==> src/rtl/reg_file_scb_pkg.sv <==
`default_nettype none
// ============================================================================
// Module   : regfile_pkg
// Purpose  : Shared types and defaults for the reg_file_scb register file.
//            Holds the INIT/RUN state enum and default XLEN/NREGS values.
// Ports    : none (package)
// Options  : none
// Revision : 1.0 - initial release
// ============================================================================
package regfile_pkg;

  localparam int c_XLEN_DEF  = 32;
  localparam int c_NREGS_DEF = 32;

  // INIT: post-reset storage sweep; RUN: file usable.
  typedef enum logic [0:0] {
    INIT = 1'b0,
    RUN  = 1'b1
  } regfile_state_e;

endpackage
`default_nettype wire

==> src/rtl/reg_file_scb_if.sv <==
`default_nettype none
// ============================================================================
// Module   : reg_file_scb_if
// Purpose  : Bundles the read ports, the write port, the issue port and the
//            ready flag of reg_file_scb.
// Ports    : i_rd_addr/o_rd_data/o_rd_busy - NRD packed read ports
//            i_wr/i_wr_addr/i_wr_data      - synchronous write port
//            i_issue/i_issue_addr          - mark destination busy
//            o_ready                       - init sweep complete
//            modport master: requester side; modport slave: register file
// Options  : none
// Revision : 1.0 - initial release
// ============================================================================
interface reg_file_scb_if
  import regfile_pkg::*;
#(
  parameter int XLEN  = c_XLEN_DEF,
  parameter int NREGS = c_NREGS_DEF,
  parameter int NRD   = 2
);

  localparam int AW = $clog2(NREGS);

  logic [NRD*AW-1:0]   i_rd_addr;
  logic [NRD*XLEN-1:0] o_rd_data;
  logic [NRD-1:0]      o_rd_busy;
  logic                i_wr;
  logic [AW-1:0]       i_wr_addr;
  logic [XLEN-1:0]     i_wr_data;
  logic                i_issue;
  logic [AW-1:0]       i_issue_addr;
  logic                o_ready;

  modport master (
    output i_rd_addr, i_wr, i_wr_addr, i_wr_data, i_issue, i_issue_addr,
    input  o_rd_data, o_rd_busy, o_ready
  );

  modport slave (
    input  i_rd_addr, i_wr, i_wr_addr, i_wr_data, i_issue, i_issue_addr,
    output o_rd_data, o_rd_busy, o_ready
  );

endinterface
`default_nettype wire

==> src/rtl/reg_file_scb_scoreboard.sv <==
`default_nettype none
// ============================================================================
// Module   : regfile_scoreboard
// Purpose  : NREGS-bit busy vector tracking in-flight producers, with NRD
//            combinational busy lookups.
// Ports    : clk          - clock
//            i_clr        - synchronous clear of every busy bit
//            i_set/_addr  - mark a register busy (issue)
//            i_done/_addr - mark a register not busy (writeback)
//            i_rd_addr    - NRD packed lookup addresses
//            o_rd_busy    - NRD busy bits
// Options  : none
// Revision : 1.0 - initial release
// ============================================================================
module regfile_scoreboard
  import regfile_pkg::*;
#(
  parameter  int NREGS = c_NREGS_DEF,
  parameter  int NRD   = 2,
  localparam int AW    = $clog2(NREGS)
) (
  input  wire logic              clk,
  input  wire logic              i_clr,
  input  wire logic              i_set,
  input  wire logic [AW-1:0]     i_set_addr,
  input  wire logic              i_done,
  input  wire logic [AW-1:0]     i_done_addr,
  input  wire logic [NRD*AW-1:0] i_rd_addr,
  output logic      [NRD-1:0]    o_rd_busy
);

  logic [NREGS-1:0] r_busy;
  logic [NREGS-1:0] w_set_vec;
  logic [NREGS-1:0] w_done_vec;
  logic [NREGS-1:0] w_busy_nxt;

  // The set term is OR-ed in after the clear so that an issue and a
  // writeback to the same register leave it busy (the new producer wins).
  always_comb begin
    w_set_vec  = '0;
    w_done_vec = '0;
    if (i_set)  w_set_vec[i_set_addr]   = 1'b1;
    if (i_done) w_done_vec[i_done_addr] = 1'b1;
    w_busy_nxt    = (r_busy & ~w_done_vec) | w_set_vec;
    w_busy_nxt[0] = 1'b0;  // x0 is never busy
  end

  always_ff @(posedge clk) begin
    if (i_clr) r_busy <= '0;
    else       r_busy <= w_busy_nxt;
  end

  always_comb begin
    o_rd_busy = '0;
    for (int k = 0; k < NRD; k++) begin
      o_rd_busy[k] = r_busy[i_rd_addr[k*AW +: AW]];
    end
  end

endmodule
`default_nettype wire

==> src/rtl/reg_file_scb.sv <==
`default_nettype none
// ============================================================================
// Module   : reg_file_scb
// Purpose  : Integer register file with NRD combinational read ports, one
//            synchronous write port and a busy scoreboard. After reset a
//            sweep zeroes x1..x(NREGS-1), one entry per clock, so storage
//            needs no per-bit reset. x0 always reads 0 and is never busy.
// Ports    : clk   - clock
//            rst_n - synchronous active-low reset
//            bus   - reg_file_scb_if.slave (read/write/issue/ready)
// Options  : REGFILE_BYPASS_EN - write-first bypass from the write port to
//            the read ports in the same cycle.
// Revision : 1.0 - initial release
// ============================================================================
module reg_file_scb
  import regfile_pkg::*;
#(
  parameter  int XLEN  = c_XLEN_DEF,
  parameter  int NREGS = c_NREGS_DEF,
  parameter  int NRD   = 2,
  localparam int AW    = $clog2(NREGS)
) (
  input  wire logic      clk,
  input  wire logic      rst_n,
  reg_file_scb_if.slave  bus
);

  regfile_state_e  r_state;
  regfile_state_e  w_state_nxt;
  logic [AW-1:0]   r_cnt;
  logic [AW-1:0]   w_cnt_nxt;
  logic            w_run;
  logic            w_mem_we;
  logic [AW-1:0]   w_mem_addr;
  logic [XLEN-1:0] w_mem_data;
  logic            w_wr_ok;
  logic            w_issue_ok;
  logic [NRD-1:0]  w_sb_busy;
  logic [NRD*XLEN-1:0] w_rd_data;
  logic [NRD-1:0]      w_rd_busy;

  logic [XLEN-1:0] r_mem [NREGS];

  assign w_run      = (r_state == RUN);
  assign w_wr_ok    = w_run && rst_n && bus.i_wr && (bus.i_wr_addr != '0);
  assign w_issue_ok = w_run && rst_n && bus.i_issue && (bus.i_issue_addr != '0);

  always_ff @(posedge clk) begin
    if (!rst_n) begin
      r_state <= INIT;
      r_cnt   <= AW'(1);
    end else begin
      r_state <= w_state_nxt;
      r_cnt   <= w_cnt_nxt;
    end
  end

  // The storage write port is shared between the sweep and normal writes.
  always_comb begin
    w_state_nxt = r_state;
    w_cnt_nxt   = r_cnt;
    w_mem_we    = 1'b0;
    w_mem_addr  = bus.i_wr_addr;
    w_mem_data  = bus.i_wr_data;
    case (r_state)
      INIT: begin
        w_mem_we   = rst_n;
        w_mem_addr = r_cnt;
        w_mem_data = '0;
        w_cnt_nxt  = r_cnt + AW'(1);
        if (r_cnt == AW'(NREGS - 1)) w_state_nxt = RUN;
      end
      RUN: begin
        w_mem_we = w_wr_ok;
      end
      default: w_state_nxt = INIT;
    endcase
  end

  always_ff @(posedge clk) begin
    if (w_mem_we) r_mem[w_mem_addr] <= w_mem_data;
  end

  regfile_scoreboard #(
    .NREGS (NREGS),
    .NRD   (NRD)
  ) u_scoreboard (
    .clk         (clk),
    .i_clr       (!rst_n),
    .i_set       (w_issue_ok),
    .i_set_addr  (bus.i_issue_addr),
    .i_done      (w_wr_ok),
    .i_done_addr (bus.i_wr_addr),
    .i_rd_addr   (bus.i_rd_addr),
    .o_rd_busy   (w_sb_busy)
  );

  // Reads are zero during the sweep and for x0; storage is only trusted in RUN.
  always_comb begin
    w_rd_data = '0;
    w_rd_busy = '0;
    for (int k = 0; k < NRD; k++) begin
      if (w_run && (bus.i_rd_addr[k*AW +: AW] != '0)) begin
        w_rd_data[k*XLEN +: XLEN] = r_mem[bus.i_rd_addr[k*AW +: AW]];
        w_rd_busy[k]              = w_sb_busy[k];
`ifdef REGFILE_BYPASS_EN
        if (bus.i_wr && (bus.i_wr_addr == bus.i_rd_addr[k*AW +: AW])) begin
          w_rd_data[k*XLEN +: XLEN] = bus.i_wr_data;
          w_rd_busy[k]              = 1'b0;
        end
`endif
      end
    end
  end

  assign bus.o_rd_data = w_rd_data;
  assign bus.o_rd_busy = w_rd_busy;
  assign bus.o_ready   = w_run;

endmodule
`default_nettype wire

==> src/flat_wrapper.sv <==
// flat-port wrapper written by rule: the top's interface ports become plain ports
module reg_file_scb_flat import regfile_pkg::*;
#(
  parameter  int XLEN  = c_XLEN_DEF,
  parameter  int NREGS = c_NREGS_DEF,
  parameter  int NRD   = 2,
  localparam int AW    = $clog2(NREGS)
)
  (clk, rst_n, bus_i_rd_addr, bus_i_wr, bus_i_wr_addr, bus_i_wr_data, bus_i_issue, bus_i_issue_addr, bus_o_rd_data, bus_o_rd_busy, bus_o_ready);
  reg_file_scb_if #(.XLEN(XLEN), .NREGS(NREGS), .NRD(NRD)) bus_i ();
  input  wire logic clk;
  input  wire logic rst_n;
  input wire logic [$bits(bus_i.i_rd_addr)-1:0] bus_i_rd_addr;
  input wire logic [$bits(bus_i.i_wr)-1:0] bus_i_wr;
  input wire logic [$bits(bus_i.i_wr_addr)-1:0] bus_i_wr_addr;
  input wire logic [$bits(bus_i.i_wr_data)-1:0] bus_i_wr_data;
  input wire logic [$bits(bus_i.i_issue)-1:0] bus_i_issue;
  input wire logic [$bits(bus_i.i_issue_addr)-1:0] bus_i_issue_addr;
  output wire logic [$bits(bus_i.o_rd_data)-1:0] bus_o_rd_data;
  output wire logic [$bits(bus_i.o_rd_busy)-1:0] bus_o_rd_busy;
  output wire logic [$bits(bus_i.o_ready)-1:0] bus_o_ready;
  assign bus_i.i_rd_addr = bus_i_rd_addr;
  assign bus_i.i_wr = bus_i_wr;
  assign bus_i.i_wr_addr = bus_i_wr_addr;
  assign bus_i.i_wr_data = bus_i_wr_data;
  assign bus_i.i_issue = bus_i_issue;
  assign bus_i.i_issue_addr = bus_i_issue_addr;
  assign bus_o_rd_data = bus_i.o_rd_data;
  assign bus_o_rd_busy = bus_i.o_rd_busy;
  assign bus_o_ready = bus_i.o_ready;
  reg_file_scb #(.XLEN(XLEN), .NREGS(NREGS), .NRD(NRD)) u_core (.clk(clk), .rst_n(rst_n), .bus(bus_i));
endmodule
==> config.mk <==
export PLATFORM = sky130hd
export DESIGN_NAME = reg_file_scb_flat
export DESIGN_NICKNAME = d
export VERILOG_FILES = /design/src/rtl/reg_file_scb_pkg.sv /design/src/rtl/reg_file_scb_if.sv /design/src/rtl/reg_file_scb_scoreboard.sv /design/src/rtl/reg_file_scb.sv /design/src/flat_wrapper.sv
export SDC_FILE = /design/constraint.sdc
export NUM_CORES = 1
export LEC_CHECK = 0
export ABC_AREA = 0
export BUFFER_PORTS_ARGS = -buffer_cell sky130_fd_sc_hd__buf_2
export CAP_MARGIN = 20
export CORE_AREA = 2 2 337 339
export CTS_CLUSTER_DIAMETER = 50
export CTS_CLUSTER_SIZE = 14
export DETAILED_ROUTE_END_ITERATION = 8
export DIE_AREA = 0 0 339 341
export SYNTH_ARGS = -nofsm -noshare
export SYNTH_HDL_FRONTEND = slang
export SYNTH_HIERARCHICAL = 1
export SYNTH_SLANG_ARGS = --single-unit
==> constraint.sdc <==
create_clock -name clk -period 6.8 [get_ports clk]
set_input_delay 0.68 -clock clk [delete_from_list [all_inputs] [get_ports clk]]
set_output_delay 0.68 -clock clk [all_outputs]
set_load 0.005 [all_outputs]
==> impl_summary.md <==
Power and ir drop
The standby leakage power is about 19 nW. The design draws between 10 and 15 mW. The peak ir drop on the vdd network is 0.211 mV. In this run the power density over the cells is 255 nW/um^2.

Setup path
The last element of the critical path is bus_o_rd_data[16]. STA classifies the critical path endpoint as a primary output. The worst register-to-register path ends at u_core/r_mem[15][24].

STA puts the critical path data arrival time at slightly above 4000 ps. In this run the worst path has a maximum fanout of 30. The critical path is of the flip-flop to primary output type.

For flop-to-flop paths, the worst setup slack is between 2000 and 2500 ps. For the worst setup path, the data required time is between 6000 and 7000 ps. Counting cells, the worst reg-to-reg path comes to 7. The startpoint identified for the worst register-to-register timing path is u_core/bus.o_ready. The launch point of the critical path is u_core/bus.o_ready. The startpoint type of the worst setup path is a flip-flop.

Timing
Once routing completed, OpenROAD measured the worst setup slack at between 2000 and 2500 ps. Setup repair after global routing left no endpoint under its margin. Timing would allow up to ~210 MHz.

The worst-margin pin slew is about 1200 ps. The worst path in the final design needs a cycle of about 4800 ps, including I/O delays and setup. The final-layout setup total negative slack is 0 ps.

The hold violation total from the final report is 0. The share of the clock period used by the worst path after layout is 0.705. Setup violations remaining at the end of the flow were counted as 0. Across the routed clock network, the largest skew measured is ~20 ps. The number of max-slew violations in the final report is 0. The tightest slew margin relative to the limit is 0.207.

Detailed routing
The number of violations reported at the end of detailed-routing iteration 0 is between 4,000 and 5,000. Using the TritonRoute via totals, the vias-per-cell ratio works out to about 6.8. The number of antenna-violating nets in the routed design is 0. Detailed routing inserted a total of ~32,000 vias.

The first detailed-routing pass took 6 iterations. For this run, design rule violations remaining after detail routing come to 0. In the final routed layout, each cell accounts on average for 35.9 um.

After detailed routing, the total wire length is between 150,000 and 200,000 um.

Clocking
The buffer cell driving the clock tree root is clkbuf_16. The number of hold-repair buffers added at the cts stage is 0. The total CTS buffers is between 100 and 150. In this run the number of H-tree levels came out at 3. The post-cts repair resize count is 0. The clock tree from TritonCTS is built. The clock latency on the worst-skew pair is 720 ps. The clock sink count is 1,061.

After clock tree synthesis, the clock-pin slew on the worst setup and hold paths is approximately 60 ps. The number of setup buffers added after CTS is 0. The largest buffer count on any clock path is 3.

Placement
The detailed placement HPWL is 99,300 um. The worst setup slack after placement is 2300 ps. During placement, the flow inserted port buffers numbering between 100 and 150. The last weighted congestion value of the routability-driven placer is around 0.9.

Final layout
The layout overhead on the synthesized area is 13.5%. The utilization of the core after routing is 0.507. The share of cells above drive strength 1 is 0.217.

The layout has a little over 9,000 filler cells. The net count reported at finish is around 3,300.

Floorplanning
The boundary pin count is between 100 and 150. The die covers approximately 120,000 um^2. The total area inside the core boundary comes to approximately 110,000 um^2. The floorplan has between 100 and 150 rows. The die is around 340 um tall.

The effective utilization at floorplan is 0.447. The die extent in x is about 340 um.

Yosys
The synthesized design spends more area on one cell type than any other, namely edfxtp_1. The Yosys warning count is 6. Sorting the synthesized cells by area gives the leading types as edfxtp_1, mux2i_1, mux4_2. The proportion of synthesized chip area in sequential cells is 0.630. The average footprint of a synthesized cell is between 15 and 20 um^2. The count of unique library cells instantiated by Yosys is 47.

For this run, asynchronously set or reset flops after synthesis account for 0. The gate count after technology mapping is between 3,000 and 4,000. The mapped netlist covers 50,000 um^2. In this run, synthesis produced a sequential element count of roughly 1,100. The area share of the leading cell type in the synthesized netlist is 0.615.

Yosys mapped a number of flops with a built-in enable equal to 1,024. Counting every net in the synthesized netlist gives between 3,000 and 4,000. The most used flip-flop cell after synthesis is edfxtp_1.

Global routing
Entering global routing, the biggest net connects ~140 pins. Summed over all layers, the global routing overflow is 0. The number of global-route vias before repair is between 30,000 and 40,000. The first global-routing pass estimated around 240,000 um of wire.

The number of antenna violations at the first check in global routing is 11. In the global route stage, overall resource usage came out at 0.294.

Run
The max capacitance violation total is 0.

Status
The flow ran to the end, and the final reports show no timing, DRC or antenna violations.

Worst hold path
The classification of the worst-slack hold path is input port to flip-flop.
==> final cells by class <==
class	count	area, um^2	area share
Clock inverter	85	946	0.0167
Antenna cell	4	10.0	0.000176
Tap cell	1500	1880	0.0331
Timing Repair Buffer	221	1800	0.0317
Multi-Input combinational cell	1791	17600	0.310
Sequential cell	1061	31500	0.555
Inverter	7	26.3	0.000463
Clock buffer	132	3010	0.0530
==> worst min-delay path by stage <==
stage                                              start                              to  slack (ps)  cells after the start
after detailed placement   u_core/u_scoreboard/r_busy[6]   u_core/u_scoreboard/r_busy[6]         490                      2
final                                              rst_n                 u_core/r_cnt[0]         260                      2
after global routing                               rst_n                 u_core/r_cnt[0]         260                      2
after global placement    u_core/u_scoreboard/r_busy[21]  u_core/u_scoreboard/r_busy[21]         480                      2
after CTS                                          rst_n                 u_core/r_cnt[0]         220                      2
after floorplan           u_core/u_scoreboard/r_busy[22]  u_core/u_scoreboard/r_busy[22]         460                      2
==> state kept, by name, indices dropped and copies added (netlist names) <==
name and flops:
u_core/bus.o_ready 1, u_core/r_cnt 5, u_core/r_mem 1024, u_core/u_scoreboard/r_busy 31
==> cell usage after synthesis (3+ instances only) <==
library cell,number
a22oi_1,312
buf_4,26
nor2_1,63
nand2_1,74
mux2i_1,609
buf_2,132
buf_12,3
clkbuf_1,60
or3b_2,3
buf_6,6
buf_1,11
nor3b_1,8
nor2b_1,11
mux4_2,224
a22oi_2,12
nor3b_2,3
nand2b_1,6
dfxtp_1,37
inv_1,7
nand3b_1,9
nand4_1,23
nand3_1,204
edfxtp_1,1024
a21oi_1,59
nor3_1,6
a32oi_1,21
and2_1,37
and3_1,5
o21ai_0,35
a221o_1,43
==> cell usage in the layout, fill, tap and decap left out, types with 23 or more instances in the layout <==
cell,synthesis,layout
a22oi_1,312,312
a21oi_1,59,59
nand3_1,204,204
and2_1,37,33
mux2i_1,609,609
dfxtp_1,37,36
a221o_1,43,43
nand4_1,23,23
buf_4,26,77
mux4_2,224,224
edfxtp_1,1024,1024
nand2_1,74,74
clkbuf_16,0,123
buf_2,132,116
o21ai_0,35,35
nor2_4,0,38
==> per-layer routing <==
metal | part of all wire | GRT usage | wire length, um
met4 | 0.058 | 0.153 | 9980
met5 | 0.00016 | 0 | 27
met2 | 0.47 | 0.479 | 81900
met3 | 0.099 | 0.0639 | 17100
met1 | 0.37 | 0.370 | 63500
==> stage by stage <==
step / hold slack, ps / cells / area, um^2
after floorplan: 460 / 3098 / 50000
after global placement: 475 / 4562 / 52300
after detailed placement: 487 / 4565 / 52400
after CTS: 219 / 4782 / 56300
after global routing: 264 / 4800 / 56700
final: 260 / 4801 / 56700
==> worst max-delay path: stages, from the launching register on <==
cell	delay (ps)
dfxtp_2	350
buf_4	400
nor3b_2	570
nor3b_2	1000
buf_4	410
a32oi_1	140
nand4_1	340
buf_2	190
==> kinds of logic (layout without fill, tap and decap cells) <==
| group | after synthesis | after routing | share of synthesized area |
|---|---|---|---|
| simple gates | 460 | 460 | 0.0466 |
| other cells | 0 | 4 | 0 |
| buf+inv | 246 | 445 | 0.0257 |
| xor+xnor | 3 | 3 | 0.000526 |
| fa+ha+maj | 2 | 2 | 0.000501 |
| mux | 834 | 834 | 0.223 |
| flops | 1061 | 1061 | 0.630 |
| compound gates | 492 | 492 | 0.0732 |
==> report_power, final <==
part,internal (mW),switching [mW]
clock network,3.75,2.70
registers,7.13,0.0283
logic,0.335,0.552
(Power assumes the default switching activity.)
